--- config.mk ---
export PLATFORM = sky130hd
export DESIGN_NAME = fetch_redirect_ctrl
export DESIGN_NICKNAME = d
export VERILOG_FILES = /design/src/rtl/fetch_redirect_ctrl.sv
export SDC_FILE = /design/constraint.sdc
export NUM_CORES = 1
export LEC_CHECK = 0
export ABC_AREA = 1
export BUFFER_PORTS_ARGS = -buffer_cell sky130_fd_sc_hd__buf_2
export CORE_UTILIZATION = 32
export DETAILED_ROUTE_END_ITERATION = 8
export GPL_ROUTABILITY_DRIVEN = 0
export SYNTH_ARGS = -nofsm -noshare
export SYNTH_HDL_FRONTEND = slang
export SYNTH_SLANG_ARGS = --single-unit
--- constraint.sdc ---
create_clock -name clk -period 5 [get_ports clk]
set_clock_uncertainty 0.2 [all_clocks]
set_input_delay 1 -clock clk [delete_from_list [all_inputs] [get_ports clk]]
set_output_delay 1 -clock clk [all_outputs]
set_load 0.02 [all_outputs]
--- src/rtl/fetch_redirect_ctrl.sv ---
// Fetch-stage PC sequencer. Arbitrates the four resteer sources by fixed priority,
// parks a redirect that arrives under backend stall, and steps the PC through the I-cache line pair.
module fetch_redirect_ctrl #(
    parameter int unsigned XLEN     = 32,
    parameter int unsigned LINE_OFF = 4,
    parameter int unsigned CNT_W    = 16
) (
    input  logic             clk,
    input  logic             rst,
    input  logic             stall_in,
    input  logic             ibuff_stall,
    input  logic             rs_rob_v,
    input  logic             rs_br_v,
    input  logic             rs_d1_v,
    input  logic             rs_ras_v,
    input  logic [XLEN-1:0]  rs_rob_tgt,
    input  logic [XLEN-1:0]  rs_br_tgt,
    input  logic [XLEN-1:0]  rs_d1_tgt,
    input  logic [XLEN-1:0]  rs_ras_tgt,
    input  logic             pred_taken,
    input  logic [XLEN-1:0]  pred_target,
    input  logic             hit_even,
    input  logic             hit_odd,
    output logic [XLEN-1:0]  fetch_pc,
    output logic             fetch_req,
    output logic [XLEN-1:0]  even_line_addr,
    output logic [XLEN-1:0]  odd_line_addr,
    output logic             flush,
    output logic [1:0]       redirect_src,
    output logic [1:0]       state,
    output logic [CNT_W-1:0] bubble_cnt
);

    typedef enum logic [1:0] {
        StFetch = 2'd0,
        StMiss  = 2'd1,
        StRedir = 2'd2
    } state_e;

    localparam logic [XLEN-1:0] LineBytes = XLEN'(1) << LINE_OFF;

    state_e           state_q, state_d;
    logic [XLEN-1:0]  pc_q, pc_d;
    logic             req_q, req_d;
    logic             flush_q, flush_d;
    logic [1:0]       src_q, src_d;
    logic [CNT_W-1:0] bub_q, bub_d;
    logic             pend_v_q, pend_v_d;
    logic [1:0]       pend_src_q, pend_src_d;
    logic [XLEN-1:0]  pend_tgt_q, pend_tgt_d;

    logic [XLEN-1:0]  line_base, next_line, adv_pc;
    logic             cand_v, use_cand, red_v, advance, pc_upd;
    logic [1:0]       cand_src, red_src;
    logic [XLEN-1:0]  cand_tgt, red_tgt;

    assign line_base      = pc_q & ~(LineBytes - XLEN'(1));
    assign next_line      = line_base + LineBytes;
    assign even_line_addr = line_base[LINE_OFF] ? next_line : line_base;
    assign odd_line_addr  = line_base[LINE_OFF] ? line_base : next_line;

    // Lower source index means higher priority.
    always_comb begin
        cand_v   = 1'b1;
        cand_src = 2'd0;
        cand_tgt = rs_rob_tgt;
        if (rs_rob_v) begin
            cand_src = 2'd0;
            cand_tgt = rs_rob_tgt;
        end else if (rs_br_v) begin
            cand_src = 2'd1;
            cand_tgt = rs_br_tgt;
        end else if (rs_d1_v) begin
            cand_src = 2'd2;
            cand_tgt = rs_d1_tgt;
        end else if (rs_ras_v) begin
            cand_src = 2'd3;
            cand_tgt = rs_ras_tgt;
        end else begin
            cand_v = 1'b0;
        end
    end

    // Current candidate wins ties against the parked entry.
    assign use_cand = cand_v && (!pend_v_q || (cand_src <= pend_src_q));
    assign red_v    = cand_v || pend_v_q;
    assign red_src  = use_cand ? cand_src : pend_src_q;
    assign red_tgt  = use_cand ? cand_tgt : pend_tgt_q;

    assign advance = hit_even && hit_odd && !stall_in && !ibuff_stall;
    assign adv_pc  = pred_taken ? pred_target : next_line;

    always_comb begin
        state_d    = state_q;
        pc_d       = pc_q;
        flush_d    = 1'b0;
        src_d      = src_q;
        pend_v_d   = pend_v_q;
        pend_src_d = pend_src_q;
        pend_tgt_d = pend_tgt_q;
        pc_upd     = 1'b0;
        if (red_v && !stall_in) begin
            pc_d     = red_tgt;
            src_d    = red_src;
            pend_v_d = 1'b0;
            state_d  = StRedir;
            flush_d  = 1'b1;
            pc_upd   = 1'b1;
        end else begin
            // Only stall_in can block a redirect, so park the best one seen so far.
            if (red_v) begin
                pend_v_d   = 1'b1;
                pend_src_d = red_src;
                pend_tgt_d = red_tgt;
            end
            unique case (state_q)
                StRedir: state_d = StFetch;
                StFetch, StMiss: begin
                    if (req_q) begin
                        if (advance) begin
                            pc_d    = adv_pc;
                            pc_upd  = 1'b1;
                            state_d = StFetch;
                        end else if (!stall_in && !ibuff_stall) begin
                            state_d = StMiss;
                        end
                    end
                end
                default: state_d = StFetch;
            endcase
        end
        req_d = (state_d != StRedir);
        bub_d = (req_q && !pc_upd && (bub_q != '1)) ? bub_q + 1'b1 : bub_q;
    end

    always_ff @(posedge clk) begin
        if (rst) begin
            state_q    <= StFetch;
            pc_q       <= '0;
            req_q      <= 1'b0;
            flush_q    <= 1'b0;
            src_q      <= 2'd0;
            bub_q      <= '0;
            pend_v_q   <= 1'b0;
            pend_src_q <= 2'd0;
            pend_tgt_q <= '0;
        end else begin
            state_q    <= state_d;
            pc_q       <= pc_d;
            req_q      <= req_d;
            flush_q    <= flush_d;
            src_q      <= src_d;
            bub_q      <= bub_d;
            pend_v_q   <= pend_v_d;
            pend_src_q <= pend_src_d;
            pend_tgt_q <= pend_tgt_d;
        end
    end

    assign fetch_pc     = pc_q;
    assign fetch_req    = req_q;
    assign flush        = flush_q;
    assign redirect_src = src_q;
    assign state        = state_q;
    assign bubble_cnt   = bub_q;

endmodule

==> impl_summary.txt <==
----------------------------------------------------
[Setup path]
  Worst Path Max Fanout ... 33
  Worst Setup EP ... odd_line_addr[18]
  Critical path buffers and inverters ... 2
  Critical path arrival ... 2.54 ns
  Cell family contributing the most delay on the critical path ... simple AND/OR/NAND/NOR gates
  Worst setup EP type ... primary output
  Worst flop-to-flop path endpoint ... fetch_pc[26]$_SDFFE_PP0P_
  Reg2Reg Launch Point ... pend_src_q[1]$_SDFFE_PP0P_
  Register-to-register setup slack ... 2.30 ns
  Setup crit start ... fetch_pc[4]$_SDFFE_PP0P_
  Largest stage delay on the critical path ... 0.32 ns
  Kind of launch point of the worst setup path ... flop
  Cell mode on critical path ... nand2_1
  Critical path class ... reg -> out
  Cells on worst reg2reg path ... 10
  Worst-path cell with the longest stage delay ... xor2_1
  CP cell instances ... buf_4 > ha_1 > nand2_1 > nor2_4 > nand2_1 > nor2_1 > xor2_1 > nand2_1 > o21ai_0 > buf_2
  WP depth ... 10
  CP required ... 3.80 ns

[Global routing]
  Sum of overflow across all layers after global routing ... 0
  Antenna violations before repair ... 1
  Vias in the first global route ... 7287
  Maximum number of pins on one net before global-route repair ... 67
  GRT Util Overall ... 23.5%
  Global-route wire length before repair ... 39400 um

[Synth]
  Area fraction of the dominant cell type after synthesis ... 27.1%
  Share of synthesized registers carrying an async set or reset ... 0%
  Synthesized area divided by synthesized cell count ... 5.90 um^2
  Synth area leaders ... dfxtp_1, nand2_1, o21ai_0, a21oi_1, nor2_1
  Cell type with the largest total area after synthesis ... dfxtp_1
  Count of synthesis-stage warnings from yosys ... 0
  Count of cell types in the netlist ... 40
  Most used DFF post-synth ... dfxtp_1
  Cell area after technology mapping ... 0.00658 mm^2
  Portion of the post-synthesis area used by sequential elements ... 27.1%
  Number of flip-flops and latches in the synthesized netlist ... 89
  Cell count after synthesis ... 1114
  Number of enable-type register cells in the synthesized netlist ... 0

[Clock network]
  Library cell used as clock root buffer ... clkbuf_16
  Hold bufs inserted after CTS ... 0
  Post-cts gate resize count ... 0
  Worst skew pair latency ... 0.35 ns
  Clock edge transition at the registers on the reported setup and hold paths ... 0.07 ns
  Postcts setup bufs ... 0
  Clock sink total ... 89
  Num CTS Buffers ... 9
  TritonCTS clock tree ... done
  Clock buffer depth ... 2
  Level count of the clock H-tree ... 3

[STA]
  Normalized max-slew margin ... 23.5%
  Unrepaired setup endpoints after global routing ... false
  Min Hold Slack ... 0.251 ns
  Fraction of the cycle the final worst path needs ... 74.8%
  Max Transition Viols Final ... 0
  Transition time at the pin with the least slew margin ... 1.15 ns
  Number of setup violations in the final report ... 0
  Fin Setup TNS ... 0 ns
  Final Hold Viols ... 0
  Slack of the critical path ... 1.26 ns
  Fmax ... 267 MHz
  Clock period minus final worst setup slack ... 3.74 ns

[Detailed routing]
  Number of detailed-routing iterations run before antenna repair ... 5
  WL final ... 24900 um
  DRT antenna net count ... 0
  Overall via count from detail_route ... 7751
  Detailed router's first-iteration violation count ... 471
  Vias/cell ... 4.83
  Total DRC errors in the routed layout ... 0
  Routed length per placed instance ... 15.5 um

[Finish]
  Share of cells above drive strength 1 ... 25.4%
  Number of antenna cells inserted ... 0
  Core occupancy in the finished layout ... 40.9%
  Final design instance area without fill ... 0.00825 mm^2
  Signed area change from the synthesized netlist to the final layout ... 25.5%
  Final non-filler cell total ... 1606
  Nets@finish ... 1507

[Outcome]
  Outcome ... completed

[Hold path]
  Worst min-delay path category ... reg -> reg

[Placement]
  DP Area ... 0.00795 mm^2
  IO buf count ... 278
  Worst slack after detailed placement ... 1.04 ns
  Estimated wirelength of the detail-placed design ... 19600 um
  Placed Cells incl. Taps ... 1590

[Die]
  Core area ... 0.0202 mm^2
  Height of the die ... 145 um
  Initial core utilization ... 32.6%
  Boundary Pins ... 289
  Die span in x ... 145 um
  Row cnt ... 52
  Die Footprint ... 0.0211 mm^2

[Power]
  Static leakage ... 3.99 nW
  Maximum vdd ir drop ... 0.167 mV
  Power per unit of standard cell area ... 260 mW/mm^2
  Pwr Total ... 2.15 mW

[Flow run]
  Max-cap check violation count ... 0

----------------------------------------------------
-- synth_stat cells, types with 5 or more instances --
library cell / count
o211ai_1: 12
dfxtp_1: 89
inv_1: 57
a21oi_1: 116
ha_1: 5
o21ai_0: 117
nand4_1: 6
nand3_1: 62
nor2_2: 5
buf_2: 21
buf_4: 14
o21ai_1: 19
nor2_1: 100
clkbuf_1: 41
xor2_1: 20
inv_2: 6
o22ai_1: 5
nand3b_1: 6
buf_6: 5
xnor2_1: 7
or2_2: 15
nand2_1: 352
-- area by class of cell --
| class | instances | area, um^2 |
|---|---|---|
| Tap cell | 270 | 338 |
| Sequential cell | 89 | 1780 |
| Clock inverter | 5 | 62.6 |
| Timing Repair Buffer | 284 | 1440 |
| Inverter | 66 | 253 |
| Multi-Input combinational cell | 881 | 4140 |
| Clock buffer | 11 | 243 |
| Fill cell | 2260 | 11900 |
-- worst min-delay path by stage --
stage	startpoint	end	slack (ns)	depth (start not counted)
after floorplan	pend_tgt_q[8]$_SDFFE_PP0P_	pend_tgt_q[8]$_SDFFE_PP0P_	0.29	2
after global placement	state[1]$_SDFF_PP0_	state[0]$_SDFF_PP0_	0.24	1
after detailed placement	state[1]$_SDFF_PP0_	state[0]$_SDFF_PP0_	0.24	1
after CTS	state[1]$_SDFF_PP0_	state[0]$_SDFF_PP0_	0.25	1
after global routing	state[1]$_SDFF_PP0_	state[0]$_SDFF_PP0_	0.29	1
final	state[1]$_SDFF_PP0_	state[0]$_SDFF_PP0_	0.25	1
-- routing by layer --
| metal | part of all wire, % | wire length (um) | global-route usage, % |
|---|---|---|---|
| met1 | 49 | 12300 | 34.1 |
| met2 | 43 | 10800 | 36.5 |
| met3 | 6.2 | 1560 | 3.13 |
| met5 | 0 | 0 | 0 |
| met4 | 1.1 | 279 | 6.16 |
-- placed cells by master, fill, tap and decap left out, types with 19 or more instances in the layout --
master   count
buf_2      278
nor2_1     100
nand3_1     62
o21ai_0    117
o21ai_1     19
inv_1       57
a21oi_1    116
xor2_1      20
nand2_1    352
dfxtp_1     89
-- state kept, by name (all words and copies together) (netlist names) --
signal and count:
bubble_cnt 16, fetch_pc 32, pend_src_q 2, flush 1
state 2, pend_v_q 1, pend_tgt_q 32, redirect_src 2
fetch_req 1
-- power by group --
part           switching, mW  total (mW)  internal, mW
clock                  0.301       0.705         0.404
sequential            0.0598       0.822         0.762
combinational          0.408       0.619         0.212
total                  0.769        2.15          1.38
-- worst reg2reg max path, delay by kind of cell (launching register included) --
kind                     cells  cell delay, ns
adder cells (fa/ha/maj)      1            0.32
AND/OR/NAND/NOR              6            0.60
AO/OA/AOI/OAI                2            1.09
buffers and inverters        1            0.07
flip-flops                   1            0.30
-- kinds of logic after synthesis --
| logic type | share of synthesized area [%] |
|---|---|
| DFF | 27.1 |
| other | 0.114 |
| buffers and inverters | 10.5 |
| AOI/OAI and AO/OA | 21.7 |
| and+or+nand+nor | 36.0 |
| adders and majority gates | 0.951 |
| xor gates and xnor gates | 3.60 |
Power figures use the tool's default switching activity.
